### src/rtl/fibo_pkg.sv
// Shared definitions for the Fibonacci scheduler: ALU opcodes, register
// file indices and the scheduler state encoding.
package fibo_pkg;

   localparam logic [2:0] OP_NOP  = 3'b000;
   localparam logic [2:0] OP_LOAD = 3'b001;
   localparam logic [2:0] OP_ADD  = 3'b010;
   localparam logic [2:0] OP_DEC  = 3'b011;
   localparam logic [2:0] OP_PASS = 3'b100;

   // Register map: R0=a, R1=b, R2=count, R3=tmp
   localparam logic [1:0] R0 = 2'd0;
   localparam logic [1:0] R1 = 2'd1;
   localparam logic [1:0] R2 = 2'd2;
   localparam logic [1:0] R3 = 2'd3;

   typedef enum logic [3:0] {
      ST_IDLE = 4'd0,
      ST_LD_N = 4'd1,
      ST_LD_A = 4'd2,
      ST_LD_B = 4'd3,
      ST_TST  = 4'd4,
      ST_CHK  = 4'd5,
      ST_ADD  = 4'd6,
      ST_MV_A = 4'd7,
      ST_MV_B = 4'd8,
      ST_DEC  = 4'd9,
      ST_RD   = 4'd10,
      ST_ERR  = 4'd11,
      ST_RESP = 4'd12
   } state_t;

endpackage

### src/rtl/fibo_sched_deco.sv
// Combinational decoder from scheduler state and captured N to the
// datapath control word. Fields not used by a state are driven to 0.
module fibo_sched_deco
   import fibo_pkg::*;
#(
   parameter int DW = 8,
   parameter int NW = 4
) (
   input  state_t        state,
   input  logic [NW-1:0] n,
   output logic [2:0]    alu_opcode,
   output logic [1:0]    rd_addr1,
   output logic [1:0]    rd_addr2,
   output logic [1:0]    wrt_addr,
   output logic          wrt_en,
   output logic          load_data,
   output logic [DW-1:0] load_value
);

   // Map each state onto its ALU operation, operand addresses and write control
   always_comb begin
      alu_opcode = OP_NOP;
      rd_addr1   = R0;
      rd_addr2   = R0;
      wrt_addr   = R0;
      wrt_en     = 1'b0;
      load_data  = 1'b0;
      load_value = {DW{1'b0}};
      case (state)
         ST_LD_N: begin
            alu_opcode = OP_LOAD;
            wrt_addr   = R2;
            wrt_en     = 1'b1;
            load_data  = 1'b1;
            load_value = {{(DW-NW){1'b0}}, n};
         end
         ST_LD_A: begin
            alu_opcode = OP_LOAD;
            wrt_addr   = R0;
            wrt_en     = 1'b1;
            load_data  = 1'b1;
            load_value = {DW{1'b0}};
         end
         ST_LD_B: begin
            alu_opcode = OP_LOAD;
            wrt_addr   = R1;
            wrt_en     = 1'b1;
            load_data  = 1'b1;
            load_value = {{(DW-1){1'b0}}, 1'b1};
         end
         // Rewrite count onto itself purely to refresh ZERO_FLAG
         ST_TST: begin
            alu_opcode = OP_PASS;
            rd_addr1   = R2;
            wrt_addr   = R2;
            wrt_en     = 1'b1;
         end
         ST_ADD: begin
            alu_opcode = OP_ADD;
            rd_addr1   = R0;
            rd_addr2   = R1;
            wrt_addr   = R3;
            wrt_en     = 1'b1;
         end
         ST_MV_A: begin
            alu_opcode = OP_PASS;
            rd_addr1   = R1;
            wrt_addr   = R0;
            wrt_en     = 1'b1;
         end
         ST_MV_B: begin
            alu_opcode = OP_PASS;
            rd_addr1   = R3;
            wrt_addr   = R1;
            wrt_en     = 1'b1;
         end
         ST_DEC: begin
            alu_opcode = OP_DEC;
            rd_addr1   = R2;
            wrt_addr   = R2;
            wrt_en     = 1'b1;
         end
         // Present a on the ALU output without writing so it can be captured
         ST_RD: begin
            alu_opcode = OP_PASS;
            rd_addr1   = R0;
         end
         default: begin
            alu_opcode = OP_NOP;
         end
      endcase
   end

endmodule

### src/rtl/fibo_sched.sv
// Request/response scheduler computing F(N) on a shared register file and
// ALU. Holds the state register, captured N, result register and the
// valid/ready handshakes; the control word comes from fibo_sched_deco.
// While RST is high every output is forced to 0.
module fibo_sched
   import fibo_pkg::*;
#(
   parameter int DW    = 8,
   parameter int NW    = 4,
   parameter int N_MAX = 13
) (
   input  logic          CLK,
   input  logic          RST,
   input  logic          req_valid,
   output logic          req_ready,
   input  logic [NW-1:0] req_n,
   output logic          resp_valid,
   input  logic          resp_ready,
   output logic [DW-1:0] resp_data,
   output logic          resp_err,
   output logic          busy,
   input  logic          ZERO_FLAG,
   input  logic [DW-1:0] alu_result,
   output logic [2:0]    alu_opcode,
   output logic [1:0]    rd_addr1,
   output logic [1:0]    rd_addr2,
   output logic [1:0]    wrt_addr,
   output logic          wrt_en,
   output logic          load_data,
   output logic [DW-1:0] load_value
);

   localparam logic [NW:0] N_LIMIT = (NW+1)'(N_MAX);

   state_t        state_r;
   state_t        state_nxt_s;
   logic [NW-1:0] n_r;
   logic [DW-1:0] resp_data_r;
   logic          resp_err_r;
   logic          accept_s;
   logic          too_big_s;
   logic          req_ready_s;
   logic          resp_valid_s;
   logic          busy_s;
   logic [2:0]    alu_opcode_s;
   logic [1:0]    rd_addr1_s;
   logic [1:0]    rd_addr2_s;
   logic [1:0]    wrt_addr_s;
   logic          wrt_en_s;
   logic          load_data_s;
   logic [DW-1:0] load_value_s;

   assign accept_s  = (state_r == ST_IDLE) & req_valid;
   assign too_big_s = ({1'b0, req_n} > N_LIMIT);

   // State register
   always_ff @(posedge CLK) begin
      if (RST) begin
         state_r <= ST_IDLE;
      end else begin
         state_r <= state_nxt_s;
      end
   end

   // Next-state sequencing: setup, loop on ZERO_FLAG, read-out, response
   always_comb begin
      state_nxt_s = state_r;
      case (state_r)
         ST_IDLE: begin
            if (req_valid) begin
               if (too_big_s) begin
                  state_nxt_s = ST_ERR;
               end else begin
                  state_nxt_s = ST_LD_N;
               end
            end else begin
               state_nxt_s = ST_IDLE;
            end
         end
         ST_LD_N: state_nxt_s = ST_LD_A;
         ST_LD_A: state_nxt_s = ST_LD_B;
         ST_LD_B: state_nxt_s = ST_TST;
         ST_TST:  state_nxt_s = ST_CHK;
         ST_CHK: begin
            if (ZERO_FLAG) begin
               state_nxt_s = ST_RD;
            end else begin
               state_nxt_s = ST_ADD;
            end
         end
         ST_ADD:  state_nxt_s = ST_MV_A;
         ST_MV_A: state_nxt_s = ST_MV_B;
         ST_MV_B: state_nxt_s = ST_DEC;
         ST_DEC:  state_nxt_s = ST_CHK;
         ST_RD:   state_nxt_s = ST_RESP;
         ST_ERR:  state_nxt_s = ST_RESP;
         ST_RESP: begin
            if (resp_ready) begin
               state_nxt_s = ST_IDLE;
            end else begin
               state_nxt_s = ST_RESP;
            end
         end
         default: state_nxt_s = ST_IDLE;
      endcase
   end

   // Capture the requested index when a request is accepted
   always_ff @(posedge CLK) begin
      if (RST) begin
         n_r <= {NW{1'b0}};
      end else if (accept_s) begin
         n_r <= req_n;
      end else begin
         n_r <= n_r;
      end
   end

   // Result and error registers; held constant for the whole RESP state
   always_ff @(posedge CLK) begin
      if (RST) begin
         resp_data_r <= {DW{1'b0}};
         resp_err_r  <= 1'b0;
      end else if (state_r == ST_RD) begin
         resp_data_r <= alu_result;
         resp_err_r  <= 1'b0;
      end else if (state_r == ST_ERR) begin
         resp_data_r <= {DW{1'b0}};
         resp_err_r  <= 1'b1;
      end else if ((state_r == ST_RESP) && resp_ready) begin
         resp_data_r <= resp_data_r;
         resp_err_r  <= 1'b0;
      end else begin
         resp_data_r <= resp_data_r;
         resp_err_r  <= resp_err_r;
      end
   end

   // Handshake outputs decoded from the state register
   always_comb begin
      req_ready_s  = 1'b0;
      resp_valid_s = 1'b0;
      busy_s       = 1'b1;
      case (state_r)
         ST_IDLE: begin
            req_ready_s = 1'b1;
            busy_s      = 1'b0;
         end
         ST_RESP: resp_valid_s = 1'b1;
         default: busy_s = 1'b1;
      endcase
   end

   fibo_sched_deco #(
      .DW (DW),
      .NW (NW)
   ) u_deco (
      .state      (state_r),
      .n          (n_r),
      .alu_opcode (alu_opcode_s),
      .rd_addr1   (rd_addr1_s),
      .rd_addr2   (rd_addr2_s),
      .wrt_addr   (wrt_addr_s),
      .wrt_en     (wrt_en_s),
      .load_data  (load_data_s),
      .load_value (load_value_s)
   );

   // Outputs are silenced for as long as reset is asserted
   assign req_ready  = req_ready_s  & ~RST;
   assign resp_valid = resp_valid_s & ~RST;
   assign busy       = busy_s       & ~RST;
   assign resp_err   = resp_err_r   & ~RST;
   assign wrt_en     = wrt_en_s     & ~RST;
   assign load_data  = load_data_s  & ~RST;
   assign resp_data  = RST ? {DW{1'b0}} : resp_data_r;
   assign alu_opcode = RST ? OP_NOP     : alu_opcode_s;
   assign rd_addr1   = RST ? R0         : rd_addr1_s;
   assign rd_addr2   = RST ? R0         : rd_addr2_s;
   assign wrt_addr   = RST ? R0         : wrt_addr_s;
   assign load_value = RST ? {DW{1'b0}} : load_value_s;

endmodule

### config.mk
export PLATFORM = sky130hd
export DESIGN_NAME = fibo_sched
export DESIGN_NICKNAME = d
export VERILOG_FILES = /design/src/rtl/fibo_pkg.sv /design/src/rtl/fibo_sched_deco.sv /design/src/rtl/fibo_sched.sv
export SDC_FILE = /design/constraint.sdc
export NUM_CORES = 1
export LEC_CHECK = 0
export ABC_CLOCK_PERIOD_IN_PS = 1850
export BUFFER_PORTS_ARGS = -buffer_cell sky130_fd_sc_hd__buf_4
export CAP_MARGIN = 20
export CORE_UTILIZATION = 50
export DETAILED_ROUTE_END_ITERATION = 7
export PLACE_DENSITY = 0.87
export REMOVE_ABC_BUFFERS = 1
export SETUP_SLACK_MARGIN = 0.15
export SYNTH_ARGS = -nofsm -noshare
export SYNTH_HDL_FRONTEND = slang
export SYNTH_SLANG_ARGS = --single-unit
### constraint.sdc
create_clock -name CLK -period 1.85 [get_ports CLK]
set_input_delay 0.185 -clock CLK [delete_from_list [all_inputs] [get_ports CLK]]
set_output_delay 0.185 -clock CLK [all_outputs]
set_load 0.05 [all_outputs]
==> results of run 1 <==
==> cell usage in the layout, fill, tap and decap left out, types with 2 or more instances in the layout <==
cell	instances
sky130_fd_sc_hd__and2_1	4
sky130_fd_sc_hd__dfxtp_4	4
sky130_fd_sc_hd__o21ai_1	4
sky130_fd_sc_hd__nand3_1	6
sky130_fd_sc_hd__dfxtp_1	13
sky130_fd_sc_hd__buf_4	53
sky130_fd_sc_hd__nand4b_1	2
sky130_fd_sc_hd__clkbuf_4	3
sky130_fd_sc_hd__o21ai_0	4
sky130_fd_sc_hd__nor3_1	2
sky130_fd_sc_hd__nand2_1	4
sky130_fd_sc_hd__inv_1	2
sky130_fd_sc_hd__nand2b_1	5
sky130_fd_sc_hd__nor2b_1	10
sky130_fd_sc_hd__o21bai_1	2
sky130_fd_sc_hd__nand3b_1	2
sky130_fd_sc_hd__nor4_1	2
sky130_fd_sc_hd__buf_6	7
sky130_fd_sc_hd__a21oi_2	2
sky130_fd_sc_hd__conb_1	5
sky130_fd_sc_hd__a22o_1	8
sky130_fd_sc_hd__a21oi_1	12
sky130_fd_sc_hd__a21o_1	2
sky130_fd_sc_hd__nor2_4	2
sky130_fd_sc_hd__nor2_1	7
==> how the worst max path moves through the flow <==
stage | to | slack, ns | depth (start not counted)
2_1_floorplan | alu_opcode[0] | -0.95 | 2
3_3_place_gp | alu_opcode[2] | 0.29 | 4
3_5_place_dp | wrt_addr[0] | 0.24 | 4
4_1_cts | load_value[3] | 0.13 | 4
5_1_grt | load_value[2] | 0.06 | 4
6_report | load_value[2] | 0.14 | 4
==> metal layers <==
layer	share of wire	routed length [µm]	vias up
met5	0	0	-
met4	0.015	47	0
met3	0.066	208	6
met2	0.52	1630	60
met1	0.40	1260	558
li1	-	-	569
==> what timing repair did <==
item,in CTS,in global routing
pin swaps,1,4
endpoints found under the setup margin,17,13
setup buffers,6,6
gates resized for setup,14,15
==> cell type report <==
cell class	count	area, µm²	area share
tap	27	33.8	0.0212
sequential	17	355	0.223
multi-input combinational	103	697	0.437
clock buffer	4	26.3	0.0165
inverter	2	7.51	0.00470
timing repair buffer	60	477	0.299
==> state kept, by name, summed over array words and instances (netlist names) <==
register,cells
n_r,4
resp_data_r,8
resp_err_r,1
state_r,4
==> power groups by stage <==
stage | logic (mW) | registers, mW | clock network [mW]
after floorplan | 0.275 | 0.438 | 0
after global placement | 0.425 | 0.422 | 0
after detailed placement | 0.432 | 0.424 | 0
after CTS | 0.462 | 0.414 | 0.205
after global routing | 0.560 | 0.416 | 0.214
final | 0.533 | 0.412 | 0.198
==> cell families after synthesis <==
kind of cell,after synthesis,share of synthesized area
flip-flops,17,0.313
AND/OR/NAND/NOR,56,0.321
buffers and inverters,18,0.107
AO/OA/AOI/OAI,40,0.237
other,1,0.00345
adder cells (fa/ha/maj),1,0.00922
XOR/XNOR,1,0.00807
==> per-stage QoR <==
stage                     instance area [µm²]  std cells  power (mW)
final                                    1600        213        1.14
after global routing                     1600        213        1.19
after CTS                                1500        207        1.08
after detailed placement                 1390        197       0.857
after global placement                   1390        197       0.847
after floorplan                           992        122       0.713
==> results.json, run 1 <==
{
  "num-nets-final": 204,
  "max_freq_mhz": 584,
  "layout_stage_area_growth_over_the_synthesis_result_pct": 47.0,
  "crit_family": "simple AND/OR/NAND/NOR gates",
  "synthesis.instances": 134,
  "synth_common_cells": "17 x sky130_fd_sc_hd__dfxtp_1, 14 x sky130_fd_sc_hd__a21oi_1, 12 x sky130_fd_sc_hd__nor2b_1",
  "gr-usage-met1": 0.287,
  "clock_tree.root_cell": "sky130_fd_sc_hd__clkbuf_4",
  "pwr_per_cell_area_nw_per_um2": 716,
  "ctsHtreeMaxLevel": 1,
  "yosysTopAreaCellShare": 0.313,
  "report.final.setup_viol": 0,
  "cap_violations": 0,
  "post_synth_instance_area_um2": 1090,
  "route.detailed.wl_per_inst_um": 14.8,
  "clock_latency_ns": 0.29,
  "startpoint": "state_r[2]",
  "preCtsSetupSlack_ns": 0.237,
  "globalRouteOverflowTotal": 0,
  "power_report.internal_total_uw": 683,
  "timing.setup.critical_path_class": "flip-flop to output port",
  "fillCellCount": 146,
  "finalWeightedCongestion": 0.898,
  "synth_ff_type": "sky130_fd_sc_hd__dfxtp_1",
  "drt-total-wl_um": 3150,
  "clk_pin_slew_worst_paths_ns": 0.10,
  "grt_usage": 0.260,
  "power_switching_uw": 460,
  "slowest_stage_cell_crit_path": "sky130_fd_sc_hd__or3_4",
  "hold_path_depth": 2,
  "die_width_um": 48.6,
  "timing.final.crit_period_ns": 1.71,
  "numClockSinks": 17,
  "whs_ns": 0.103,
  "final_hold_viol_count": 0,
  "cpPeakStageDelay_ns": 0.43,
  "antenna_cells": 0,
  "timing.critical_path.required_ns": 1.66,
  "timing.critical_path.fanout_max": 9,
  "dr_total_vias": 1193,
  "ys_async_sr_fraction": 0,
  "ir_worst_vdd_uv": 554,
  "maxSlewViolCount": 0,
  "worstReg2RegStart": "state_r[1]",
  "core.rowCount": 16,
  "clockPowerShare": 0.173,
  "grt_pass1_vias": 1138,
  "clock_tree_from_tritoncts": "built",
  "number_of_antenna_violations_at_the_first_check_in_global_routing": 0,
  "synth-warning-count": 0,
  "synth-seq-cells": 17,
  "fp.coreArea_um2": 2000,
  "utilization_of_the_core_after_routing": 0.798,
  "io_pins": 48,
  "setup_repair_after_global_routing_missed_its_margin": "yes",
  "global_route.usage.met3": 0.0472,
  "grt_first_pass_wirelength_um": 4800,
  "syn_avg_cell_area_um2": 8.10,
  "hold_path_startpoint": "alu_result[6]",
  "route.detailed.vias_per_inst": 5.60,
  "power.share.combinational": 0.467,
  "cts-buffers-inserted": 3,
  "floorplan.initialDensity": 0.543,
  "setup_tns_ns": 0,
  "gr-usage-met2": 0.461,
  "drt_pass1_iterations": 4,
  "place_hpwl_um": 1910,
  "grt_max_degree": 21,
  "sw_frac_of_total": 0.402,
  "post-route-drc-count": 0,
  "leakage_nw": 0.688,
  "synth_sequential_area_ratio": 0.313,
  "finClkSkew_ns": 0.00519,
  "ys_top_cells_by_area": "sky130_fd_sc_hd__dfxtp_1 31%, sky130_fd_sc_hd__nor2b_1 6.9%, sky130_fd_sc_hd__a21oi_1 6.5%",
  "detailed_router_s_first_iteration_violation_count": 33,
  "power.share.sequential": 0.360,
  "holdPathEnd": "resp_data_r[6]",
  "busiest_layer": "met2",
  "final_min_period_over_clock_period": 0.925,
  "min-delay-path-class": "input port to flip-flop",
  "reg2reg_slack_ns": 0.38,
  "worst_setup_path_end_kind": "output port",
  "end_of_the_worst_register_to_register_path": "n_r[3]",
  "r2r.worst_path.cells": 4,
  "synth_cell_type_count": 37,
  "critPathLaunchType": "flip-flop",
  "yosysMostFrequentCell": "sky130_fd_sc_hd__dfxtp_1",
  "outcome": "completed",
  "buffer_ports.inserted": 42,
  "chipHeight_um": 48.6,
  "synth_top_area_cell": "sky130_fd_sc_hd__dfxtp_1",
  "postLayoutSetupSlackWorst_ns": 0.138,
  "final_layout_size_suffix_gt1_frac": 0.425,
  "worst_ep_arrival_time_ns": 1.53,
  "cts_max_path_buffers": 2,
  "fp.dieArea_um2": 2360,
  "crit_chain": "or3_4 -> nor2_4 -> and2_1 -> buf_6",
  "holdBufCountCts": 0,
  "crit_buf_inv": 1,
  "postRouteAntennaNets": 0,
  "synth_edf_count": 0
}
Power figures use the tool's default switching activity.
==> inputs of run 2 (changes only) <==
--- a/config.mk
+++ b/config.mk
@@ -6,11 +6,11 @@
 export NUM_CORES = 1
 export LEC_CHECK = 0
 export ABC_CLOCK_PERIOD_IN_PS = 1850
-export BUFFER_PORTS_ARGS = -buffer_cell sky130_fd_sc_hd__buf_4
 export CAP_MARGIN = 20
-export CORE_UTILIZATION = 50
+export CORE_UTILIZATION = 65
 export DETAILED_ROUTE_END_ITERATION = 7
-export PLACE_DENSITY = 0.87
+export DONT_BUFFER_PORTS = 1
+export PLACE_DENSITY = 0.84
 export REMOVE_ABC_BUFFERS = 1
 export SETUP_SLACK_MARGIN = 0.15
 export SYNTH_ARGS = -nofsm -noshare
==> results.json, run 2 <==
{
  "outcome": "aborted with a tool error",
  "lastStage": "5_1_grt",
  "first-error": "[ERROR DPL-0038] Utilization greater than 100%, impossible to legalize",
  "core.rowCount": 14,
  "synth_cell_type_count": 37,
  "synth-warning-count": 0,
  "synth_common_cells": "17 x sky130_fd_sc_hd__dfxtp_1, 14 x sky130_fd_sc_hd__a21oi_1, 12 x sky130_fd_sc_hd__nor2b_1",
  "placed_cell_area_um2": 1300,
  "grt_max_degree": 25,
  "io_pins": 48,
  "yosysMostFrequentCell": "sky130_fd_sc_hd__dfxtp_1",
  "synth_top_area_cell": "sky130_fd_sc_hd__dfxtp_1",
  "synth-seq-cells": 17,
  "syn_avg_cell_area_um2": 8.10,
  "cts-buffers-inserted": 3,
  "ys_async_sr_fraction": 0,
  "synthesis.instances": 134,
  "die_width_um": 42.9,
  "buffer_ports.inserted": 0,
  "floorplan.initialDensity": 0.705,
  "yosysTopAreaCellShare": 0.313,
  "synth_sequential_area_ratio": 0.313,
  "finalWeightedCongestion": 0.882,
  "endpoint_type": "top-level output",
  "post_synth_instance_area_um2": 1090,
  "synth_ff_type": "sky130_fd_sc_hd__dfxtp_1",
  "grt-worst-endpoint": "wrt_addr[0]",
  "ys_top_cells_by_area": "sky130_fd_sc_hd__dfxtp_1 31%, sky130_fd_sc_hd__nor2b_1 6.9%, sky130_fd_sc_hd__a21oi_1 6.5%",
  "ctsHtreeMaxLevel": 1,
  "numClockSinks": 17,
  "place_hpwl_um": 1860,
  "chipHeight_um": 42.9,
  "cts_max_path_buffers": 2,
  "clock_tree.root_cell": "sky130_fd_sc_hd__clkbuf_4",
  "synth_edf_count": 0
}
run 2: cell counts after synthesis:
No cell type changed its count.
run 2: cell families after synthesis:
logic type / synth area share
simple gates: 0.321
fa+ha+maj: 0.00922
xor+xnor: 0.00807
other cells: 0.00345
buf+inv: 0.107
compound gates: 0.237
flops: 0.313
run 2: metrics by stage:
step,worst slack (ns),instances
floorplan,-0.946,122
global placement,0.294,169
detailed placement,0.234,169
CTS,0.112,181
run 2: what timing repair did:
action,in CTS
endpoints found under the setup margin,17
cloned,0
resized for setup,17
hold buffers,1
pin swaps,3
setup buffers,7
hold endpoints to repair,7
==> inputs of run 3 (changes only) <==
--- a/config.mk
+++ b/config.mk
@@ -7,12 +7,12 @@
 export LEC_CHECK = 0
 export ABC_CLOCK_PERIOD_IN_PS = 1850
 export CAP_MARGIN = 20
-export CORE_UTILIZATION = 65
+export CORE_AREA = 2 2 63 65
 export DETAILED_ROUTE_END_ITERATION = 7
+export DIE_AREA = 0 0 65 67
 export DONT_BUFFER_PORTS = 1
-export PLACE_DENSITY = 0.84
+export PLACE_DENSITY_LB_ADDON = 0.15
 export REMOVE_ABC_BUFFERS = 1
-export SETUP_SLACK_MARGIN = 0.15
 export SYNTH_ARGS = -nofsm -noshare
 export SYNTH_HDL_FRONTEND = slang
 export SYNTH_SLANG_ARGS = --single-unit
==> results.json, run 3 (synthesized netlist as in run 1, its figures left out) <==
{
  "outcome": "completed",
  "io_pins": 48,
  "largest_registers": "resp_data_r x8, n_r x4, state_r x4",
  "finalWeightedCongestion": 0.772,
  "clock_tree.root_cell": "sky130_fd_sc_hd__clkbuf_8",
  "worst_ep_arrival_time_ns": 1.54,
  "finClkSkew_ns": 0.00403,
  "mostFrequentLayoutCell": "sky130_fd_sc_hd__buf_4",
  "crit_family": "simple AND/OR/NAND/NOR gates",
  "clock_tree_from_tritoncts": "built",
  "cpPeakStageDelay_ns": 0.43,
  "postLayoutSetupSlackWorst_ns": 0.122,
  "report.final.setup_viol": 0,
  "crit_buf_inv": 1,
  "ctsHtreeMaxLevel": 1,
  "cap_violations": 0,
  "timing.critical_path.required_ns": 1.66,
  "r2r.worst_path.cells": 4,
  "timing.final.crit_period_ns": 1.73,
  "drt-total-wl_um": 2820,
  "route.detailed.vias_per_inst": 4.92,
  "pwr_per_cell_area_nw_per_um2": 775,
  "post-cts-setup-buffers": 0,
  "layout_stage_area_growth_over_the_synthesis_result_pct": 32.5,
  "timing.setup.critical_path_class": "flip-flop to output port",
  "core.rowCount": 22,
  "place_hpwl_um": 2010,
  "fin_total_pwr_mw": 1.12,
  "fillCellCount": 377,
  "grt_usage": 0.133,
  "startpoint": "state_r[2]",
  "num-nets-final": 180,
  "antenna_cells": 0,
  "reg2reg_slack_ns": 0.42,
  "fp.coreArea_um2": 3610,
  "leakage_nw": 0.575,
  "floorplan.initialDensity": 0.301,
  "end_of_the_worst_register_to_register_path": "n_r[3]",
  "setup_repair_after_global_routing_missed_its_margin": "no",
  "slowest_stage_cell_crit_path": "sky130_fd_sc_hd__or3_4",
  "clock_latency_ns": 0.25,
  "post-route-drc-count": 0,
  "maxSlewViolCount": 0,
  "cts_max_path_buffers": 2,
  "preCtsSetupSlack_ns": 0.256,
  "grt_first_pass_wirelength_um": 4450,
  "worst-path-stages": 4,
  "number_of_antenna_violations_at_the_first_check_in_global_routing": 0,
  "final_hold_viol_count": 0,
  "layout_common_cells": "30 x sky130_fd_sc_hd__buf_4, 14 x sky130_fd_sc_hd__a21oi_1, 14 x sky130_fd_sc_hd__dfxtp_1",
  "endpoint": "load_value[3]",
  "dr_total_vias": 1034,
  "min-delay-path-class": "input port to flip-flop",
  "clk_pin_slew_worst_paths_ns": 0.07,
  "globalRouteOverflowTotal": 0,
  "drt_pass1_iterations": 4,
  "timing.critical_path.fanout_max": 14,
  "buffer_ports.inserted": 0,
  "ir_worst_vdd_uv": 607,
  "final_layout_size_suffix_gt1_frac": 0.302,
  "numClockSinks": 17,
  "grt_pass1_vias": 961,
  "max_freq_mhz": 579,
  "grt_max_degree": 29,
  "detailed_router_s_first_iteration_violation_count": 42,
  "cts-buffers-inserted": 3,
  "largest_register_ffs": 8,
  "final_min_period_over_clock_period": 0.934,
  "chipHeight_um": 67,
  "postRouteAntennaNets": 0,
  "utilization_of_the_core_after_routing": 0.399,
  "critPathLaunchType": "flip-flop",
  "worstReg2RegStart": "state_r[2]",
  "fp.dieArea_um2": 4360,
  "worst_setup_path_end_kind": "output port",
  "largest-register": "resp_data_r",
  "route.detailed.wl_per_inst_um": 13.4,
  "crit_chain": "or3_4 -> nor2_2 -> and2_1 -> buf_12",
  "die_width_um": 65
}
==> run 3: layout make-up <==
class | count | area, µm² | share of cell area
Clock buffer | 3 | 41.3 | 0.0287
Inverter | 2 | 7.51 | 0.00522
Sequential cell | 17 | 344 | 0.239
Clock inverter | 1 | 5.00 | 0.00348
Timing Repair Buffer | 36 | 315 | 0.219
Tap cell | 48 | 60.1 | 0.0417
Multi-Input combinational cell | 103 | 666 | 0.463
==> run 3: per-stage QoR <==
stage	hold WS, ns	TNS, ns	cells	instance area, µm²
after floorplan	0.254	-3.05	122	992
after global placement	0.261	0	203	1350
after detailed placement	0.262	0	203	1350
after CTS	0.00224	0	209	1420
after global routing	0.00422	0	210	1440
final	0.00962	0	210	1440
==> run 3: timing repair <==
item                       CTS  global route
hold buffers                 2             1
resized for setup            1             4
pin swaps                    0             0
setup endpoints to repair    4             9
hold endpoints to repair     3             2
==> run 3: worst min path at each step <==
stage	depth (start not counted)	from	endpoint	slack, ns
finish	1	RST	n_r[1]	0.01
floorplan	1	RST	n_r[0]	0.25
CTS	1	RST	resp_err_r	0.002
detailed placement	1	RST	n_r[3]	0.26
global route	1	RST	n_r[1]	0.004
global placement	1	RST	state_r[0]	0.26
==> run 3: per-layer routing <==
layer | vias up | GRT usage | share of wire | routed length, µm
met4 | 0 | 0.00798 | 0 | 0
met1 | 478 | 0.158 | 0.42 | 1180
met3 | 0 | 0.0439 | 0.058 | 164
met5 | - | 0 | 0 | 0
li1 | 524 | - | - | -
met2 | 32 | 0.241 | 0.52 | 1470
==> run 3: power by group <==
group	switching (mW)	internal, mW	total, mW
combinational	0.269	0.157	0.426
clock	0.121	0.149	0.270
sequential	0.0315	0.388	0.420
==> inputs of run 4 (changes only) <==
--- a/config.mk
+++ b/config.mk
@@ -5,8 +5,8 @@
 export SDC_FILE = /design/constraint.sdc
 export NUM_CORES = 1
 export LEC_CHECK = 0
-export ABC_CLOCK_PERIOD_IN_PS = 1850
-export CAP_MARGIN = 20
+export ABC_CLOCK_PERIOD_IN_PS = 2140
+export CAP_MARGIN = 10
 export CORE_AREA = 2 2 63 65
 export DETAILED_ROUTE_END_ITERATION = 7
 export DIE_AREA = 0 0 65 67
==> constraint.sdc (replaced) <==
create_clock -name CLK -period 2.14 [get_ports CLK]
set_input_delay 0.107 -clock CLK [delete_from_list [all_inputs] [get_ports CLK]]
set_output_delay 0.107 -clock CLK [all_outputs]
set_load 0.05 [all_outputs]
==> results.json, run 4 (synthesized netlist as in run 1, its figures left out) <==
{
  "floorplan.initialDensity": 0.301,
  "ctsResizeCount": 0,
  "cap_violations": 0,
  "cts-buffers-inserted": 3,
  "layout_common_cells": "27 x sky130_fd_sc_hd__buf_4, 17 x sky130_fd_sc_hd__dfxtp_1, 14 x sky130_fd_sc_hd__a21oi_1",
  "finalWeightedCongestion": 0.729,
  "power_report.internal_total_uw": 595,
  "ctsHtreeMaxLevel": 1,
  "max_freq_mhz": 522,
  "fp.dieArea_um2": 4360,
  "largest_register_ffs": 8,
  "post-cts-setup-buffers": 0,
  "worst_ep_arrival_time_ns": 1.81,
  "timing.critical_path.required_ns": 2.03,
  "post-route-drc-count": 0,
  "clock_latency_ns": 0.25,
  "io_pins": 48,
  "outcome": "completed",
  "route.detailed.vias_per_inst": 4.93,
  "place_hpwl_um": 1920,
  "whs_ns": 0.00551,
  "clock_tree_from_tritoncts": "built",
  "grt_pass1_vias": 989,
  "power.share.combinational": 0.366,
  "fillCellCount": 384,
  "instances_no_fill": 212,
  "buffer_ports.inserted": 0,
  "leakage_nw": 0.565,
  "chipHeight_um": 67,
  "dr_total_vias": 1045,
  "drt_pass1_iterations": 4,
  "timing.setup.critical_path_class": "flip-flop to output port",
  "largest-register": "resp_data_r",
  "worst_setup_path_end_kind": "output port",
  "fp.coreArea_um2": 3610,
  "numClockSinks": 17,
  "final_layout_size_suffix_gt1_frac": 0.226,
  "setup_tns_ns": 0,
  "core.rowCount": 22,
  "hold_path_startpoint": "req_n[2]",
  "final_min_period_over_clock_period": 0.896,
  "ir_worst_vdd_uv": 575,
  "report.final.setup_viol": 0,
  "timing.critical_path.fanout_max": 17,
  "antenna_cells": 0,
  "route.detailed.wl_per_inst_um": 13.1,
  "grt_usage": 0.132,
  "worst_max_slew_margin_expressed_relative_to_the_limit": 0.661,
  "fin_total_pwr_uw": 958,
  "preCtsSetupSlack_ns": 0.470,
  "timing.final.crit_period_ns": 1.92,
  "hold_path_depth": 2,
  "min-delay-path-class": "input port to flip-flop",
  "dp.cells": 197,
  "postLayoutSetupSlackWorst_ns": 0.223,
  "clock_tree.root_cell": "sky130_fd_sc_hd__clkbuf_8",
  "pwr_per_cell_area_nw_per_um2": 672,
  "r2r.worst_path.cells": 4,
  "number_of_antenna_violations_at_the_first_check_in_global_routing": 0,
  "sw_frac_of_total": 0.379,
  "num-nets-final": 182,
  "startpoint": "state_r[3]",
  "holdBufCountCts": 11,
  "largest_registers": "resp_data_r x8, n_r x4, state_r x4",
  "setup_repair_after_global_routing_missed_its_margin": "no",
  "globalRouteOverflowTotal": 0,
  "detailed_router_s_first_iteration_violation_count": 47,
  "clockPowerShare": 0.250,
  "cts_max_path_buffers": 2,
  "final_hold_viol_count": 0,
  "drt-total-wl_um": 2780,
  "worstReg2RegStart": "state_r[1]",
  "grt_max_degree": 25,
  "power_switching_uw": 363,
  "critPathLaunchType": "flip-flop",
  "clk_pin_slew_worst_paths_ns": 0.07,
  "utilization_of_the_core_after_routing": 0.396,
  "power.share.sequential": 0.384,
  "layout_stage_area_growth_over_the_synthesis_result_pct": 31.3,
  "finClkSkew_ns": 0.00318,
  "maxSlewViolCount": 0,
  "placed_cell_area_um2": 1270,
  "mostFrequentLayoutCell": "sky130_fd_sc_hd__buf_4",
  "stdcell_area_um2": 1430,
  "die_width_um": 65,
  "tightest_slew_ns": 0.507,
  "grt_first_pass_wirelength_um": 4530,
  "postRouteAntennaNets": 0
}
[run 4: cell types whose count changed in the layout (fill, tap and decap cells not counted), sizes merged]
| cell | delta |
|---|---|
| buf | -6 |
| clkbuf | +1 |
| clkinv | -1 |
| dlygate4sd3 | +8 |
[run 4: metal layers]
layer / wire length, µm / global-route usage / vias up
met5: 0 / 0 / -
met1: 1230 / 0.162 / 481
met2: 1390 / 0.237 / 37
li1: - / - / 527
met3: 160 / 0.0389 / 0
met4: 0 / 0.00798 / 0
[run 4: final cells by class]
type | instances | area, µm² | share of cell area
well taps | 48 | 60.1 | 0.0421
flip-flops and latches | 17 | 340 | 0.239
inverters | 2 | 7.51 | 0.00526
clock buffers | 4 | 45.0 | 0.0316
multi-input cells | 103 | 661 | 0.463
repair buffers | 38 | 313 | 0.219
[run 4: worst max-delay path, cell delays in order, from the launching register on]
cell and delay (ns):
sky130_fd_sc_hd__dfxtp_1 0.47, sky130_fd_sc_hd__or3_4 0.45, sky130_fd_sc_hd__nor2_1 0.17, sky130_fd_sc_hd__and2_1 0.47
[run 4: worst paths after layout]
path | to | slack [ns]
setup / recovery | load_value[3] | 0.22
hold / removal | n_r[2] | 0.006
setup reg to reg | n_r[1] | 0.57
hold reg to reg | n_r[3] | 0.48
[run 4: power groups by stage]
stage                     registers, mW  logic (mW)  clock network [mW]
after global placement            0.374       0.333                   0
after detailed placement          0.375       0.333                   0
after global routing              0.371       0.376               0.264
after CTS                         0.367       0.352               0.248
final                             0.368       0.351               0.240
after floorplan                   0.379       0.238                   0
